--- config.mk ---
export PLATFORM = sky130hd
export DESIGN_NAME = uart_rx_packet_ctrl
export DESIGN_NICKNAME = d
export VERILOG_FILES = /design/src/rtl/uart_rx_pkg.sv /design/src/rtl/uart_rx_pkt_buf.sv /design/src/rtl/uart_rx_packet_ctrl.sv
export SDC_FILE = /design/constraint.sdc
export NUM_CORES = 1
export LEC_CHECK = 0
export ABC_AREA = 1
export CAP_MARGIN = 20
export CORE_ASPECT_RATIO = 0.7
export CORE_UTILIZATION = 57
export CTS_BUF_LIST = sky130_fd_sc_hd__clkbuf_2
export DETAILED_ROUTE_END_ITERATION = 10
export HOLD_SLACK_MARGIN = 0.15
export PLACE_DENSITY = 0.74
export SLEW_MARGIN = 20
export SYNTH_ARGS = -nofsm -noshare
export SYNTH_HDL_FRONTEND = slang
export SYNTH_SLANG_ARGS = --single-unit
--- constraint.sdc ---
create_clock -name clock -period 2.9 [get_ports clock]
set_clock_uncertainty 0.15 [all_clocks]
set_input_delay 0.435 -clock clock [delete_from_list [all_inputs] [get_ports clock]]
set_output_delay 0.435 -clock clock [all_outputs]
set_load 0.1 [all_outputs]
--- src/rtl/uart_rx_pkg.sv ---
// Shared definitions for the UART receive packet controller.
//   state_t           controller FSM states
//   ERR_*             err_code values reported alongside pkt_err
//   DEFAULT_SYNC_BYTE default start-of-packet marker
package uart_rx_pkg;

  typedef enum logic [2:0] {
    DISABLED = 3'd0,
    HUNT     = 3'd1,
    LEN      = 3'd2,
    PAYLOAD  = 3'd3,
    CSUM     = 3'd4,
    DRAIN    = 3'd5
  } state_t;

  localparam logic [2:0] ERR_NONE    = 3'd0;
  localparam logic [2:0] ERR_FRAME   = 3'd1;
  localparam logic [2:0] ERR_PARITY  = 3'd2;
  localparam logic [2:0] ERR_LENGTH  = 3'd3;
  localparam logic [2:0] ERR_CSUM    = 3'd4;
  localparam logic [2:0] ERR_TIMEOUT = 3'd5;
  localparam logic [2:0] ERR_OVERRUN = 3'd6;

  localparam logic [7:0] DEFAULT_SYNC_BYTE = 8'hA5;

endpackage

--- src/rtl/uart_rx_pkt_buf.sv ---
// Payload buffer: DEPTH x 8 storage, one synchronous write port and one
// read port with registered read data (data appears the cycle after rd_addr).
//   clock    in   system clock
//   wr_en    in   write strobe
//   wr_addr  in   write address
//   wr_data  in   write data
//   rd_addr  in   read address
//   rd_data  out  registered read data
module uart_rx_pkt_buf #(
  parameter int unsigned DEPTH = 16,
  parameter int unsigned AW    = 4
) (
  input  logic          clock,
  input  logic          wr_en,
  input  logic [AW-1:0] wr_addr,
  input  logic [7:0]    wr_data,
  input  logic [AW-1:0] rd_addr,
  output logic [7:0]    rd_data
);

  logic [7:0] mem [DEPTH];

  always_ff @(posedge clock) begin
    if (wr_en) begin
      mem[wr_addr] <= wr_data;
    end
    rd_data <= mem[rd_addr];
  end

endmodule

--- src/rtl/uart_rx_packet_ctrl.sv ---
// Packet framer between uart_receiver and the system. Frames bytes as
// SYNC, LEN, PAYLOAD[LEN], CSUM (xor of LEN and payload), buffers the payload
// and releases it on a valid/ready stream only once the checksum matches.
// Optional statistics counters are built when UART_RX_STATS_EN is defined.
//   clock, reset         system clock, synchronous active-low reset
//   cfg_enable, cfg_baud controller enable, baud code
//   baud_select, Rx_EN   controls to uart_receiver
//   Rx_DATA/VALID/FERROR/PERROR  byte strobe and status from uart_receiver
//   pkt_data/valid/ready/last    payload stream
//   pkt_done, pkt_err, err_code  packet completion / abort pulses
//   stat_ok, stat_err    saturating good / error packet counts
module uart_rx_packet_ctrl
  import uart_rx_pkg::*;
#(
  parameter int unsigned MAX_LEN     = 16,
  parameter logic [7:0]  SYNC_BYTE   = DEFAULT_SYNC_BYTE,
  parameter int unsigned TIMEOUT_CYC = 20000
) (
  input  logic        clock,
  input  logic        reset,
  input  logic        cfg_enable,
  input  logic [2:0]  cfg_baud,
  output logic [2:0]  baud_select,
  output logic        Rx_EN,
  input  logic [7:0]  Rx_DATA,
  input  logic        Rx_VALID,
  input  logic        Rx_FERROR,
  input  logic        Rx_PERROR,
  output logic [7:0]  pkt_data,
  output logic        pkt_valid,
  input  logic        pkt_ready,
  output logic        pkt_last,
  output logic        pkt_done,
  output logic        pkt_err,
  output logic [2:0]  err_code,
  output logic [15:0] stat_ok,
  output logic [15:0] stat_err
);

  localparam int unsigned AW         = (MAX_LEN > 1) ? $clog2(MAX_LEN) : 1;
  localparam int unsigned TW         = $clog2(TIMEOUT_CYC + 1);
  localparam logic [TW-1:0] TIMER_LAST = TW'(TIMEOUT_CYC - 1);
  localparam logic [7:0]  MAX_LEN8   = 8'(MAX_LEN);

  state_t        state_q, state_n;
  logic          rx_valid_q;
  logic [7:0]    len_q, len_n;
  logic [7:0]    idx_q, idx_n;
  logic [7:0]    xor_q, xor_n;
  logic [7:0]    rd_ptr_q, rd_ptr_n;
  logic [TW-1:0] timer_q, timer_n;
  logic [7:0]    data_n;
  logic          valid_n, last_n, done_n, err_n;
  logic [2:0]    code_n;
  logic          wr_en;
  logic [7:0]    rd_data;
  logic          byte_ev, byte_bad;

  assign byte_ev  = Rx_VALID & ~rx_valid_q;
  assign byte_bad = Rx_FERROR | Rx_PERROR;

  // Read address is the next-cycle pointer, so rd_data always holds
  // buffer[rd_ptr_q]; this lets DRAIN reload pkt_data on the transfer edge.
  uart_rx_pkt_buf #(
    .DEPTH (MAX_LEN),
    .AW    (AW)
  ) u_buf (
    .clock   (clock),
    .wr_en   (wr_en),
    .wr_addr (AW'(idx_q)),
    .wr_data (Rx_DATA),
    .rd_addr (AW'(rd_ptr_n)),
    .rd_data (rd_data)
  );

  always_comb begin
    state_n  = state_q;
    len_n    = len_q;
    idx_n    = idx_q;
    xor_n    = xor_q;
    rd_ptr_n = '0;
    timer_n  = '0;
    data_n   = pkt_data;
    valid_n  = pkt_valid;
    last_n   = pkt_last;
    done_n   = 1'b0;
    err_n    = 1'b0;
    code_n   = ERR_NONE;
    wr_en    = 1'b0;
    case (state_q)
      DISABLED: begin
        if (cfg_enable) state_n = HUNT;
      end
      HUNT: begin
        if (!cfg_enable) begin
          state_n = DISABLED;
        end else if (byte_ev && !byte_bad && Rx_DATA == SYNC_BYTE) begin
          state_n = LEN;
        end
      end
      LEN, PAYLOAD, CSUM: begin
        timer_n = byte_ev ? '0 : timer_q + 1'b1;
        if (!cfg_enable) begin
          state_n = DISABLED;
        end else if (byte_ev) begin
          if (byte_bad) begin
            err_n   = 1'b1;
            code_n  = Rx_FERROR ? ERR_FRAME : ERR_PARITY;
            state_n = HUNT;
          end else if (state_q == LEN) begin
            len_n = Rx_DATA;
            xor_n = Rx_DATA;
            idx_n = '0;
            if (Rx_DATA > MAX_LEN8) begin
              err_n   = 1'b1;
              code_n  = ERR_LENGTH;
              state_n = HUNT;
            end else if (Rx_DATA == 8'd0) begin
              state_n = CSUM;
            end else begin
              state_n = PAYLOAD;
            end
          end else if (state_q == PAYLOAD) begin
            wr_en = 1'b1;
            xor_n = xor_q ^ Rx_DATA;
            idx_n = idx_q + 8'd1;
            if (idx_q == len_q - 8'd1) state_n = CSUM;
          end else begin
            if (Rx_DATA != xor_q) begin
              err_n   = 1'b1;
              code_n  = ERR_CSUM;
              state_n = HUNT;
            end else if (len_q == 8'd0) begin
              done_n  = 1'b1;
              state_n = HUNT;
            end else begin
              state_n = DRAIN;
            end
          end
        end else if (timer_q == TIMER_LAST) begin
          err_n   = 1'b1;
          code_n  = ERR_TIMEOUT;
          state_n = HUNT;
        end
      end
      DRAIN: begin
        rd_ptr_n = rd_ptr_q;
        if (byte_ev) begin
          err_n  = 1'b1;
          code_n = ERR_OVERRUN;
        end
        if (!pkt_valid || pkt_ready) begin
          if (pkt_valid && pkt_last) begin
            valid_n = 1'b0;
            last_n  = 1'b0;
            done_n  = 1'b1;
            state_n = cfg_enable ? HUNT : DISABLED;
          end else begin
            // First DRAIN cycle or a beat just transferred: load the next beat.
            data_n  = rd_data;
            valid_n = 1'b1;
            last_n  = (rd_ptr_q == len_q - 8'd1);
            if (rd_ptr_q != len_q - 8'd1) rd_ptr_n = rd_ptr_q + 8'd1;
          end
        end
      end
      default: state_n = DISABLED;
    endcase
  end

  always_ff @(posedge clock) begin
    if (!reset) begin
      state_q     <= DISABLED;
      rx_valid_q  <= 1'b0;
      len_q       <= '0;
      idx_q       <= '0;
      xor_q       <= '0;
      rd_ptr_q    <= '0;
      timer_q     <= '0;
      pkt_data    <= '0;
      pkt_valid   <= 1'b0;
      pkt_last    <= 1'b0;
      pkt_done    <= 1'b0;
      pkt_err     <= 1'b0;
      err_code    <= ERR_NONE;
      Rx_EN       <= 1'b0;
      baud_select <= '0;
    end else begin
      state_q    <= state_n;
      rx_valid_q <= Rx_VALID;
      len_q      <= len_n;
      idx_q      <= idx_n;
      xor_q      <= xor_n;
      rd_ptr_q   <= rd_ptr_n;
      timer_q    <= timer_n;
      pkt_data   <= data_n;
      pkt_valid  <= valid_n;
      pkt_last   <= last_n;
      pkt_done   <= done_n;
      pkt_err    <= err_n;
      err_code   <= code_n;
      Rx_EN      <= cfg_enable;
      if (state_q == DISABLED || state_q == HUNT) begin
        baud_select <= cfg_baud;
      end
    end
  end

`ifdef UART_RX_STATS_EN
  always_ff @(posedge clock) begin
    if (!reset) begin
      stat_ok  <= '0;
      stat_err <= '0;
    end else begin
      if (done_n && stat_ok != '1)  stat_ok  <= stat_ok + 16'd1;
      if (err_n  && stat_err != '1) stat_err <= stat_err + 16'd1;
    end
  end
`else
  assign stat_ok  = '0;
  assign stat_err = '0;
`endif

endmodule

* Word level (Yosys, flattened, before mapping)
Memories as Yosys holds them, arrays and structs flattened. A register that Yosys moved wholly into a read port is not among the register bits.
Index checks and enable logic that the tools add are counted.
** Cells by class
- Bitwise gates (word level) :: 8
- Magnitude comparators :: 1
- Equal/unequal tests :: 17
- Reductions and logical operators :: 20
- Muxes and demuxes :: 67
- Add/subtract/negate cells :: 4
** Operators by type and width (count)
- $mux W3 :: 24
- $mux W8 :: 4
- $mux W1 :: 29
- $add A8 B1 Y8 const B :: 2
- $eq A8 B8 Y1 :: 2
- $logic_not A8 Y1 :: 2
- $mux W4 :: 4
- $ne A8 B8 Y1 :: 2
- $add A15 B1 Y15 const B :: 1
- $eq A15 B15 Y1 const B :: 1
- $pmux W3 S4 :: 1
- $reduce_and A5 Y1 :: 2
- $eq A8 B8 Y1 const B :: 1
- $gt A8 B5 Y1 const B :: 1
- $sub A8 B1 Y8 const B :: 1
- $xor A8 B8 Y8 :: 1
- $ne A7 B7 Y1 const B :: 1
- $eq A3 B2 Y1 const B :: 2
- $eq A3 B3 Y1 const B :: 2
- $ne A2 B2 Y1 const B :: 3
- $pmux W3 S2 :: 1
- $reduce_and A3 Y1 :: 2
- $reduce_and A6 Y1 :: 1
- $reduce_or A3 Y1 :: 2
- other kinds (14) :: 25
** Storage, ports and cells
- Output and inout bits :: 51
- Input bits :: 18
- Bits in writable memories :: 128
- Word-level logic and storage cells :: 134
- Flip-flop bits (word level) :: 70
- Memories :: 1
** Memory list
- u_buf.mem :: depth 16, bits a word 8, rd ports 1, clocked after memory_dff 1, wr ports 1, line uart_rx_pkt_buf.sv:21 : logic [7:0] mem [DEPTH];

* Depth between registers and ports, before layout
Gate-level depths: netlist of the first run.
- Depth after elaboration :: 9
- Mapped depth :: 21
- Gate-level depth less buffers :: 19

* By module
From an unflattened synthesis of the first run, not the netlist that was laid out.
** Unflattened totals
- Cell total of the unflattened synthesis :: 1142
- Area total of the unflattened synthesis :: 9821.9 um2
** By module, submodules not included
- uart_rx_pkt_buf :: instances 1, cells each 551, seq. area each 4003.8 um2, area each 5773.0 um2
- uart_rx_packet_ctrl :: instances 1, cells each 591, seq. area each 1401.3 um2, area each 4048.9 um2

* Least setup slack after synthesis of the first run
OpenSTA, ideal clock, no wires.
- Path type :: flip-flop to flip-flop
- Start point :: register pkt_valid
- End point :: register u_buf.rd_data[1], read port of u_buf.mem
- Clock period less this slack :: 2509 ps
- Setup slack :: 391 ps
- Required time :: 2636 ps
- Stages on the path, launching flop included :: 12
- Library setup time :: 114 ps
- Buffers on the path :: 2
- Data arrival time :: 2244 ps
- Cell sequence :: dfxtp_1 nand2_1 nand2_1 inv_1 nand3_2 buf_4 buf_2 nand4_1 nand3_1 nand3_1 nand3_1 nand2_1
** Between the ends
- Word-level cells in the longest chain between the ends :: 4
- Elaborated cells on any way between the ends :: 6
- Classes of those cells :: mux (3); reduce/logical (3)
** Ends and longest elaborated chain
- from (decl) :: line uart_rx_packet_ctrl.sv:30 : output logic pkt_valid,
- from (signal assigned) :: line uart_rx_packet_ctrl.sv:197 : pkt_valid <= valid_n;
- $logic_and A1 B1 Y1 / $logic_not A1 Y1 (equally long branches) :: line uart_rx_packet_ctrl.sv:153, uart_rx_packet_ctrl.sv:152
- $mux W4 / $logic_or A1 B1 Y1 (equally long branches) :: line uart_rx_packet_ctrl.sv:153, uart_rx_packet_ctrl.sv:152
- $mux W4 (*) :: line uart_rx_packet_ctrl.sv:152 : if (!pkt_valid || pkt_ready) begin
- $mux W4 (*) :: line uart_rx_packet_ctrl.sv:90 : case (state_q)
- to (decl) :: line uart_rx_pkt_buf.sv:18 : output logic [7:0] rd_data
Mark *: on every way between the ends. The rest lies on a longest branch, timed or not.
A chain may end at the register's enable or synchronous reset.

* Worst setup path in the final report of the first run
- Start point :: register len_q[1]
- End point :: register u_buf.rd_data[1], read port of u_buf.mem
** Between the ends
- Word-level cells in the longest chain between the ends :: 6
** Ends and longest elaborated chain
- from (decl) :: line uart_rx_packet_ctrl.sv:47 : logic [7:0] len_q, len_n;
- from (signal assigned) :: line uart_rx_packet_ctrl.sv:191 : len_q <= len_n;
- $sub A8 B1 Y8 :: line uart_rx_packet_ctrl.sv:163 : if (rd_ptr_q != len_q - 8'd1) rd_ptr_n = rd_ptr_q + 8'd1;
- $ne A8 B8 Y1 :: line uart_rx_packet_ctrl.sv:163
- $mux W4 :: line uart_rx_packet_ctrl.sv:163
- $mux W4 :: line uart_rx_packet_ctrl.sv:153 : if (pkt_valid && pkt_last) begin
- $mux W4 :: line uart_rx_packet_ctrl.sv:152
- $mux W4 :: line uart_rx_packet_ctrl.sv:90
No other way between the ends.

==> results.yml, run 1 <==
grt:
  grt_pass1_wl_um: 40200
  busiest_layer: "met2"
  grtUsageMet2_pct: 42.0
  grt_overflow_total: 0
  grt_pass1_vias: 7583
  track_usage_pct: 28.6
  antenna_found_initial: 1
  grt_use_met3_pct: 7.18
  grt_max_degree: 65
  grtUsageMet1_pct: 41.9
clock_tree:
  clk_pin_slew_ns: 0.13
  cts_tree: "done"
  numCtsBuffers: 47
  htreeDepth: 2
  cts_root_buf: "clkbuf_2"
  clockBufferDepth: 3
  cts.sinks: 206
  clock_latency_ns: 0.79
power_and_ir_drop:
  p_leak_nw: 5.09
  ir_drop_mv: 0.322
  power_mw: 6.81
  p_per_area_mw_per_mm2: 580
critical_path:
  crit_required_ns: 3.45
  r2r-start: "len_q[1]"
  worstPathMaxFanout: 8
  worstSetupPathType: "reg -> reg"
  cpLargestDelayFamily: "simple AND/OR/NAND/NOR gates"
  critical_path_arrival_ns: 3.38
  crit_start: "len_q[1]"
  path_common_cell: "nand2_1"
  cp_slowest_cell: "dfxtp_2"
  path_depth: 20
  critPathLaunchType: "flop"
  endpoint: "u_buf.rd_data[1]"
  r2r_slack_ns: 0.07
  worstReg2RegEnd: "u_buf.rd_data[1]"
  slowest_delay_ns: 0.34
  end_kind: "flop"
  reg2reg_depth: 20
  cp.buffers_inverters: 3
  worstPathCellList: "inv_1 -> ha_4 -> inv_1 -> nand2_1 -> nand2_1 -> nor2_2 -> nand3_2 -> nor2_4 -> nand2_1 -> nor2_1 -> nand2_2 -> nand2_2 -> nand2_4 -> nand3_4 -> clkbuf_16 -> nand2_1 -> nand3_1 -> nand3_1 -> nand3_1 -> nand2_1"
drt:
  drt_iter0_drc: 1105
  drcViolationCount: 0
  wl_per_cell_um: 17.3
  via_per_inst: 5.52
  first_pass_iters: 7
  vias: 8543
  antenna_left: 0
  routed_wl_um: 26800
logic_synthesis:
  yosysMostFrequentCell: "inv_1"
  ys_seq_area_share_pct: 53.8
  synth.largest_area_cell: "edfxtp_1"
  ys.flop_type: "edfxtp_1"
  syn_avg_cell_area_sq_um: 8.71
  syn_inst: 1153
  netlist_area_sq_mm: 0.0100
  synth_area_leaders: "edfxtp_1 38%, dfxtp_1 16%, inv_1 7.3%"
  synth_edf_count: 128
  synth-warning-count: 0
  synth_commonest_cells: "195 x inv_1, 191 x nand2_1, 137 x nand3_1"
  synth_seq_cells: 206
  synthArstFlopShare_pct: 0
  yosysTopAreaCellShare_pct: 38.3
  synthDistinctLibCells: 41
job:
  max_cap_violations: 0
cells_and_area:
  multi_input_area_sq_mm: 0.00358
  finalNetCount: 1304
  seq_area_sq_mm: 0.00541
  synthToLayoutAreaGrowth_pct: 16.8
  nFillCells: 1404
  antenna_cells: 0
  drive_above_1_share_pct: 17.2
sta:
  period_minus_slack_ns: 2.83
  fin_ws_ns: 0.0695
  maxSlewViolCount: 0
  min_period_over_period_pct: 97.6
  setup_violations: 0
  fmaxAchievable_mhz: 353
  hold_viol_final: 0
die:
  start_util_pct: 58.4
  std_cell_rows: 40
  die_y_um: 113
  dieArea_sq_mm: 0.0182
  die_x_um: 161
  core_area_sq_mm: 0.0172
  ios: 69
run_status:
  status: "finished clean"
placement:
  place_congestion: 0.925
  hpwlAfterDp_um: 16700
  portBuffers: 36
  place_ws_ns: -0.0251
hold_path:
  hold_class: "in -> reg"
## worst min-delay path by stage
stage | from | to | depth (start not counted)
6_report | Rx_PERROR | err_code[0] | 4
5_1_grt | Rx_DATA[2] | len_q[2] | 3
4_1_cts | Rx_PERROR | err_code[0] | 4
3_5_place_dp | timer_q[0] | timer_q[0] | 1
3_3_place_gp | timer_q[0] | timer_q[0] | 1
2_1_floorplan | timer_q[0] | timer_q[0] | 1
## layer usage
metal / vias up / part of all wire [%]
li1: 4050 / -
met1: 3972 / 44
met2: 476 / 44
met3: 45 / 11
met4: 0 / 1.6
met5: - / 0
## cell usage in the layout, fill, tap and decap left out, types with 9 or more instances in the layout
master           synthesis  layout
a21oi_1                 34      34
buf_4                   43      81
clkbuf_2                 0      73
clkdlybuf4s50_1          0      17
clkinv_1                 2      13
conb_1                   1      32
dfxtp_1                 78      75
edfxtp_1               128     128
inv_1                  195     195
nand2_1                191     187
nand3_1                137     127
nand3_2                  5      12
nand4_1                 72      72
nor2_1                 101      99
nor3_1                  22      22
o21ai_0                 37      37
xnor2_1                  9       9
## registers in the layout, summed over array words and instances, names as in the netlist, 3 cells and up
name           cells
rd_ptr_q           8
pkt_data           8
len_q              8
state_q            3
baud_select        3
u_buf.mem        128
idx_q              8
xor_q              8
err_code           3
u_buf.rd_data      8
timer_q           15
## final cells by class
cell class,count,share of cell area [%]
sequential,206,46.1
multi-input combinational,697,30.6
timing repair buffer,124,10.6
inverter,203,6.54
clock buffer,73,3.11
tap,231,2.46
clock inverter,13,0.640
## power by group
| part | switching [mW] | leakage (nW) | internal [mW] |
|---|---|---|---|
| clock network | 1.15 | 0.339 | 0.751 |
| logic | 1.20 | 2.96 | 0.446 |
| registers | 0.0721 | 1.79 | 3.19 |
| total | 2.42 | 5.09 | 4.39 |
## cell families (layout without fill, tap and decap cells)
family          Yosys count  after routing  synth area share [%]
buf+inv                 281            413                  12.8
flops                   206            206                  53.8
fa+ha+maj                 7              7                 0.872
simple gates            562            562                  26.9
compound gates           86             86                  4.66
xor+xnor                 10             10                 0.872
other cells               1             32                0.0373
## what timing repair did
item	4_1_cts	5_1_grt
endpoints found under the hold margin	7	0
cloned	1	9
resized for setup	2	30
pin swaps	0	8
setup endpoints to repair	2	9
hold buffers	7	0
setup buffers	0	10
## tightest hold or removal path: stages
cell and delay, ns:
clkdlybuf4s50_1 0.50, o21ai_0 0.09, nand2_1 0.06, nor2_1 0.03
## stage by stage
stage	area, sq um	setup TNS (ns)	utilization [%]	std cells	hold WS, ns
2_1_floorplan	10200	0	-	1184	0.268
6_report	11700	0	68.2	1547	0.226
3_3_place_gp	10800	0	62.6	1434	0.282
4_1_cts	11300	0	65.8	1528	0.164
5_1_grt	11700	-0.239	68.2	1547	0.188
3_5_place_dp	10800	-0.0257	62.6	1434	0.309
(Power assumes the default switching activity.)
==> inputs of run 2 (changes only) <==
--- a/config.mk
+++ b/config.mk
@@ -16,4 +16,5 @@
 export SLEW_MARGIN = 20
 export SYNTH_ARGS = -nofsm -noshare
 export SYNTH_HDL_FRONTEND = slang
+export SYNTH_HIERARCHICAL = 1
 export SYNTH_SLANG_ARGS = --single-unit
==> constraint.sdc (replaced) <==
create_clock -name clock -period 2.9 [get_ports clock]
set_clock_uncertainty 0.15 [all_clocks]
set_input_delay 0.87 -clock clock [delete_from_list [all_inputs] [get_ports clock]]
set_output_delay 0.87 -clock clock [all_outputs]
set_load 0.1 [all_outputs]
==> run 2 against run 1 <==
  * The run now ends with setup timing left
  * First-iteration DRC count down 1.4%
  * Total power down 0.93%
  * Via count down 4.2%
  * Critical path depth down 1
  * Global-route usage down 0.68 points
  * Critical path type unchanged
==> results.yml, run 2 <==
logic_synthesis:
  synth_compound_area_share_pct: 4.69
  synth-simple-area-share_pct: 26.5
  syn_avg_cell_area_sq_um: 8.60
  synth_fa_ha_area_share_pct: 0.510
  synth_area_leaders: "edfxtp_1 39%, dfxtp_1 16%, nand2_1 11%"
  ys_seq_area_share_pct: 55.0
  synth.area.mux_share_pct: 0
  yosysMostFrequentCell: "nand2_1"
  synthDistinctLibCells: 44
  yosysTopAreaCellShare_pct: 39.1
  ys.flop_type: "edfxtp_1"
  synth_edf_count: 128
  synth.largest_area_cell: "edfxtp_1"
  synthArstFlopShare_pct: 0
  syn_inst: 1142
  synth-warning-count: 6
  netlist_area_sq_mm: 0.00982
  synth_seq_cells: 206
  synth_commonest_cells: "291 x nand2_1, 160 x inv_1, 135 x nand3_1"
  synth_top_family_by_area: "simple AND/OR/NAND/NOR gates"
  synthXorXnorAreaFrac_pct: 1.68
grt:
  grt_overflow_total: 0
  track_usage_pct: 27.9
  grt_pass1_vias: 7345
  grt_pass1_wl_um: 38500
  antenna_found_initial: 0
  grt_max_degree: 31
critical_path:
  reg2reg_depth: 19
  worstSetupPathType: "reg -> reg"
  worstPathMaxFanout: 6
  end_kind: "flop"
  critPathLaunchType: "flop"
  critical_path_arrival_ns: 3.53
  crit_required_ns: 3.47
sta:
  min_period_over_period_pct: 102
  setup_violations: 3
  fin_ws_ns: -0.0667
  hold_viol_final: 0
  setup_tns_ns: -0.107
  holdWs_ns: 0.301
  period_minus_slack_ns: 2.97
  maxSlewViolCount: 0
  worst_slew_pin_slew_ns: 0.497
  fmaxAchievable_mhz: 337
  rsz0062_at_grt: "true"
  slew_headroom_pct: 66.8
drt:
  via_per_inst: 5.25
  wl_per_cell_um: 16.3
  drcViolationCount: 0
  drt_iter0_drc: 1090
  vias: 8182
  antenna_left: 0
  routed_wl_um: 25400
  first_pass_iters: 6
power_and_ir_drop:
  p_per_area_mw_per_mm2: 579
  p_leak_nw: 5.17
  ir_drop_mv: 0.322
placement:
  hpwlAfterDp_um: 17100
  place_ws_ns: -0.310
  portBuffers: 36
  placed_cell_area_sq_mm: 0.0108
  place_congestion: 0.933
cells_and_area:
  finalNetCount: 1318
  largest_reg_flops: 128
  antenna_cells: 0
  final_common_cell: "nand2_1"
  drive_above_1_share_pct: 21.8
  mostFrequentLayoutCells: "280 x nand2_1, 159 x inv_1, 128 x edfxtp_1"
  synthToLayoutAreaGrowth_pct: 18.6
  regMostFlops: "u_buf/mem"
  reg_top3: "u_buf/mem x128, timer_q x15"
  final_util_pct: 70.2
  postLayoutCellArea_sq_mm: 0.0116
clock_tree:
  hold_buffers: 0
  clockBufferDepth: 3
  clock_latency_ns: 0.80
  cts.sinks: 206
  cts_tree: "done"
  clk_pin_slew_ns: 0.11
  cts_root_buf: "clkbuf_2"
  htreeDepth: 2
  numCtsBuffers: 48
job:
  max_cap_violations: 0
run_status:
  status: "finished, violations left"
  violations: "setup timing"
die:
  dieArea_sq_mm: 0.0178
  start_util_pct: 59.2
  die_x_um: 159
  std_cell_rows: 39
  die_y_um: 112
  ios: 69
  core_area_sq_mm: 0.0166
hold_path:
  worst_hold_path.num_cells: 1
  hold_class: "reg -> reg"
==> run 2: changes by cell type in the layout (fill, tap and decap cells not counted), moves of 9 or more <==
cell,change
nand2_1,+93
nand4_1,-61
inv_1,-36
buf_4,+24
o21ai_0,-22
o21ai_1,+20
inv_2,+14
nand3_1,-14
xor2_1,+14
nor2_1,-13
nand2_2,+12
nand3_2,+9
nor3_1,-9
==> run 2: cells by family after synthesis <==
kind of cell | Yosys count
other | 1
and+or+nand+nor | 581
AOI/OAI and AO/OA | 86
DFF | 206
buffers and inverters | 246
xor gates and xnor gates | 18
adders and majority gates | 4
==> run 2: final timing paths <==
kind                    from  slack [ns]               end
hold reg to reg   timer_q[0]        0.30        timer_q[0]
setup reg to reg    len_q[0]       -0.07  u_buf/rd_data[0]
setup / recovery    len_q[0]       -0.07  u_buf/rd_data[0]
hold / removal    timer_q[0]        0.30        timer_q[0]
==> run 2: what timing repair did <==
| action | 4_1_cts | 5_1_grt |
|---|---|---|
| resized for setup | 1 | 55 |
| cloned | 0 | 5 |
| buffers inserted | 0 | 8 |
| endpoints found under the setup margin | 2 | 8 |
| pin swaps | 0 | 21 |
==> run 2: area by class of cell <==
cell class                 instances  area, sq um
tap                              225          282
sequential                       206         5410
timing repair buffer             138         1250
fill                            1322         4950
clock inverter                    17         67.6
inverter                         181          687
multi-input combinational        721         3600
clock buffer                      71          355
==> run 2: report_power, final <==
part           switching, mW  leakage [nW]  internal, mW
registers             0.0723          1.78          3.19
clock network           1.15         0.334         0.658
logic                   1.20          3.05         0.480
total                   2.42          5.17          4.33
==> run 2: per-layer routing <==
layer	up-vias	global-route usage, %	wire length [um]
li1	3948	-	-
met1	3723	44.2	11500
met2	474	37.1	10200
met3	37	6.37	3260
met4	0	9.17	455
met5	-	0	0
==> run 2: per-stage QoR <==
stage | total power, mW | instances
global placement | 4.83 | 1458
floorplan | 4.47 | 1173
CTS | 6.63 | 1546
detailed placement | 4.85 | 1458
global route | 7.05 | 1559
finish | 6.75 | 1559
==> run 2: critical path, cell delays in order, from the launching register on <==
cell and delay (ns):
dfxtp_1 0.36, inv_2 0.07, ha_4 0.17, inv_1 0.05, nand2_1 0.05, nand2_1 0.15, xor2_1 0.29, nor3_4 0.08
nand3_4 0.13, nand2_8 0.08, xor2_4 0.17, nor2_4 0.22, clkinv_4 0.17, buf_12 0.18, buf_4 0.14, nand2_1 0.08
nand3_2 0.07, nand3_2 0.14, nand3_2 0.08, nand2_1 0.06
